**config.mk**
```make
export PLATFORM = sky130hd
export DESIGN_NAME = alu_unit
export DESIGN_NICKNAME = d
export VERILOG_FILES = /design/src/rtl/alu_unit.sv
export SDC_FILE = /design/constraint.sdc
export NUM_CORES = 1
export LEC_CHECK = 0
export ABC_AREA = 1
export BUFFER_PORTS_ARGS = -buffer_cell sky130_fd_sc_hd__buf_2
export CORE_MARGIN = 10
export CORE_UTILIZATION = 34
export CTS_CLUSTER_SIZE = 30
export DETAILED_ROUTE_END_ITERATION = 12
export GPL_TIMING_DRIVEN = 0
export MAX_ROUTING_LAYER = met4
export PLACE_DENSITY_LB_ADDON = 0.15
export SYNTH_ARGS = -nofsm -noshare
export SYNTH_HDL_FRONTEND = slang
export SYNTH_SLANG_ARGS = --single-unit
```
**constraint.sdc**
```tcl
create_clock -name clk -period 4.1 [get_ports clk]
set_clock_uncertainty 0.15 [all_clocks]
set_input_delay 0.41 -clock clk [delete_from_list [all_inputs] [get_ports clk]]
set_output_delay 0.41 -clock clk [all_outputs]
set_load 0.05 [all_outputs]
```
**src/rtl/alu_unit.sv**
```systemverilog
// 32-bit EX-stage ALU: combinational result selected by opcode, then registered
// together with the zero and signed-overflow flags (one-cycle latency).
module alu_unit #(
  parameter int unsigned WIDTH = 32
) (
  input  logic             clk,
  input  logic             rst,
  input  logic [WIDTH-1:0] a,
  input  logic [WIDTH-1:0] b,
  input  logic [5:0]       opcode,
  output logic [WIDTH-1:0] alu_out,
  output logic             zf,
  output logic             ov
);

  typedef enum logic [5:0] {
    OP_NOP  = 6'h00,
    OP_ADD  = 6'h01,
    OP_SUB  = 6'h02,
    OP_AND  = 6'h03,
    OP_OR   = 6'h04,
    OP_XOR  = 6'h05,
    OP_NOR  = 6'h06,
    OP_SLL  = 6'h07,
    OP_SRL  = 6'h08,
    OP_SRA  = 6'h09,
    OP_SLT  = 6'h0A,
    OP_SLTU = 6'h0B,
    OP_LUI  = 6'h0C,
    OP_LDW  = 6'h10,
    OP_SDW  = 6'h11
  } op_e;

  logic [WIDTH-1:0] sum;
  logic [WIDTH-1:0] diff;
  logic [4:0]       shamt;
  logic             add_ov;
  logic             sub_ov;
  logic             lt_s;
  logic             lt_u;

  logic [WIDTH-1:0] alu_d, alu_q;
  logic             zf_d, zf_q;
  logic             ov_d, ov_q;

  assign sum    = a + b;
  assign diff   = a - b;
  assign shamt  = b[4:0];
  assign add_ov = (a[WIDTH-1] == b[WIDTH-1]) && (sum[WIDTH-1] != a[WIDTH-1]);
  assign sub_ov = (a[WIDTH-1] != b[WIDTH-1]) && (diff[WIDTH-1] != a[WIDTH-1]);
  assign lt_s   = $signed(a) < $signed(b);
  assign lt_u   = a < b;

  always_comb begin
    alu_d = '0;
    ov_d  = 1'b0;
    case (opcode)
      OP_ADD, OP_LDW, OP_SDW: begin
        alu_d = sum;
        ov_d  = add_ov;
      end
      OP_SUB: begin
        alu_d = diff;
        ov_d  = sub_ov;
      end
      OP_AND:  alu_d = a & b;
      OP_OR:   alu_d = a | b;
      OP_XOR:  alu_d = a ^ b;
      OP_NOR:  alu_d = ~(a | b);
      OP_SLL:  alu_d = a << shamt;
      OP_SRL:  alu_d = a >> shamt;
      OP_SRA:  alu_d = $unsigned($signed(a) >>> shamt);
      OP_SLT:  alu_d = {{(WIDTH-1){1'b0}}, lt_s};
      OP_SLTU: alu_d = {{(WIDTH-1){1'b0}}, lt_u};
      OP_LUI:  alu_d = {b[15:0], {(WIDTH-16){1'b0}}};
      default: begin
        alu_d = '0;
        ov_d  = 1'b0;
      end
    endcase
    zf_d = (alu_d == '0);
  end

  always_ff @(posedge clk) begin
    if (rst) begin
      alu_q <= '0;
      zf_q  <= 1'b1;
      ov_q  <= 1'b0;
    end else begin
      alu_q <= alu_d;
      zf_q  <= zf_d;
      ov_q  <= ov_d;
    end
  end

  assign alu_out = alu_q;
  assign zf      = zf_q;
  assign ov      = ov_q;

endmodule

```
==> impl_metrics.env <==
export IMPL_worst_pin_slew_ns=0.926
export IMPL_hpwl_microns=60900
export IMPL_nets=2695
export IMPL_slew_headroom_pct=38.0
export IMPL_wl_per_cell_microns=24.0
export IMPL_grt_total_usage_pct=33.7
export IMPL_synthArstFlopShare_pct=0
export IMPL_clock_sinks=34
export IMPL_power_density_nw_per_um2=176
export IMPL_start_util_pct=34.7
export IMPL_die_area_sq_um=42300
export IMPL_syn_inst=2415
export IMPL_setup_viol=0
export IMPL_clockBufferDepth=2
export IMPL_synth_seq_cells=34
export IMPL_core_sq_um=33800
export IMPL_required_ns=4.17
export IMPL_grtUsageMet2_pct=55.6
export IMPL_grt_overflow=0
export IMPL_clk_pin_slew_ns=0.05
export IMPL_drive_gt1_share_pct=8.32
export IMPL_root_buffer="clkbuf_16"
export IMPL_drtIter0Drc=1854
export IMPL_grt_max_degree=21
export IMPL_first_pass_iters=6
export IMPL_ys_types=39
export IMPL_cp_max_fo=11
export IMPL_synth_common_cells="859 x nand2_1, 445 x nand3_1, 336 x inv_1"
export IMPL_met3_usage_pct=3.66
export IMPL_rsz0062_at_grt="no"
export IMPL_die_h_microns=206
export IMPL_use_met1_pct=39.0
export IMPL_synthFlopType="dfxtp_1"
export IMPL_cts_buffers=5
export IMPL_cp_arrival_ns=3.93
export IMPL_gr_max_usage_layer="met2"
export IMPL_vias=16606
export IMPL_hold_depth=2
export IMPL_port_buffers=104
export IMPL_htreeDepth=2
export IMPL_tns_ns=0
export IMPL_cts_tree="yes"
export IMPL_ant_nets=0
export IMPL_ys_seq_area_share_pct=5.81
export IMPL_synth_most_common_cell="nand2_1"
export IMPL_grt_pass1_wl_microns=102000
export IMPL_min_delay_path_class="in -> reg"
export IMPL_cts_setup_buffers=0
export IMPL_fmax_mhz=259
export IMPL_slew_viol_final=0
export IMPL_chipWidth_microns=206
export IMPL_syn_nets=2587
export IMPL_startpoint_type="primary input"
export IMPL_layout_min_cycle_time_ns=3.86
export IMPL_cap_violations=0
export IMPL_yosys_warnings=0
export IMPL_yosys_top_cells_area="nand2_1 28%, nand3_1 19%, inv_1 11%"
export IMPL_antenna_found_initial=0
export IMPL_synth_edf_count=0
export IMPL_grt_pass1_vias=15595
export IMPL_routabilityCongestion=1.09
export IMPL_yosys_area_top_type_share_pct=27.5
export IMPL_num_antenna_cells=0
export IMPL_area_growth_pct=10.7
export IMPL_pin_count=106
export IMPL_drcViolationCount=0
export IMPL_rows=67
export IMPL_vias_per_cell=5.59
export IMPL_status="complete, no violations"
export IMPL_min_period_over_period_pct=94.1
export IMPL_wl_microns=71400
export IMPL_synthesis_area_sq_um=11700
export IMPL_critPathKind="in -> reg"
export IMPL_hold_viol=0
export IMPL_ir_worst_vdd_uv=162
export IMPL_leakagePower_nw=7.65
export IMPL_crit_path_end_kind="flop"
export IMPL_final_util_pct=38.4
export IMPL_timing_hold_ws_ns=0.447
export IMPL_synth_top_cell_by_area="nand2_1"
export IMPL_avgSynthCellArea_sq_um=4.85
through the flow:
step                total power [mW]  std cells  instance area (sq um)  setup WS (ns)
CTS                             2.23       2973                  13000         0.0270
global placement                1.85       2967                  12800         -0.775
detailed placement              1.85       2967                  12800         -0.786
finish                          2.28       2972                  13000          0.242
global route                    2.43       2972                  13000         0.0138
floorplan                       1.30       2415                  11700           1.13
worst paths after layout:
| path | startpoint | end | slack (ns) |
|---|---|---|---|
| min | rst | alu_out[14]$_SDFF_PP0_ | 0.45 |
| max | b[1] | zf$_SDFF_PP1_ | 0.24 |
power breakdown:
group	total, mW	internal, mW	switching, mW	leakage [nW]
Sequential	0.349	0.345	0.00314	0.277
Combinational	1.56	0.399	1.16	7.30
Clock	0.375	0.240	0.135	0.0729
logic make-up (layout without fill, tap and decap cells):
| logic type | count (synthesis) | after routing | synth area share (%) |
|---|---|---|---|
| compound gates | 164 | 164 | 7.84 |
| flops | 34 | 34 | 5.81 |
| fa+ha+maj | 100 | 100 | 10.8 |
| simple gates | 1670 | 1670 | 60.1 |
| xor+xnor | 2 | 2 | 0.150 |
| buf+inv | 445 | 554 | 15.3 |
state kept, by name (all words and copies together), names as in the netlist:
name     count
alu_out     32
ov           1
zf           1
layout make-up:
| cell class | count | area [sq um] |
|---|---|---|
| buffer | 97 | 492 |
| fill | 4025 | 20800 |
| clock inverter | 2 | 12.5 |
| sequential | 34 | 681 |
| tap | 448 | 561 |
| inverter | 345 | 1300 |
| timing repair buffer | 104 | 520 |
| clock buffer | 6 | 139 |
| multi-input combinational | 1936 | 9270 |
what timing repair did:
item | 4_1_cts | 5_1_grt
resized for setup | 4 | 8
hold buffers | 0 | 0
setup endpoints to repair | 5 | 1
layout by cell type (no fill, tap or decap), types with 8 or more instances in the layout:
cell,instances
nand2_1,859
dfxtp_1,34
o21ai_0,41
nor2_1,278
buf_2,155
o211ai_1,15
nor3_1,20
buf_1,11
inv_1,335
a21oi_1,68
ha_1,98
nand4_1,40
buf_4,10
nor2_2,9
clkbuf_1,19
nand3_1,441
o22ai_1,16
inv_2,8
metal layers:
layer / vias up / wire, microns / share of wire (%)
li1: 7867 / - / -
met3: 206 / 5570 / 7.8
met1: 7645 / 27800 / 39
met2: 888 / 33100 / 46
met4: 0 / 5010 / 7.0
met5: - / 0 / 0
critical path: stages:
cell and delay (ns):
buf_2 0.14, buf_2 0.22, inv_2 0.09, buf_2 0.29, buf_4 0.32, ha_1 0.34, nor2_1 0.17, nand2_1 0.08
nand3_2 0.16, nand2_1 0.07, nand2_1 0.21, nand2_1 0.11, nand2_1 0.19, nand2_1 0.07, nand3_1 0.07, nand2_1 0.17
nor2_1 0.20, nand3_1 0.13, nor2_1 0.12, nand2_1 0.05, nor2_1 0.14, nand3_1 0.09, nand2_1 0.06
Power figures use the tool's default switching activity.
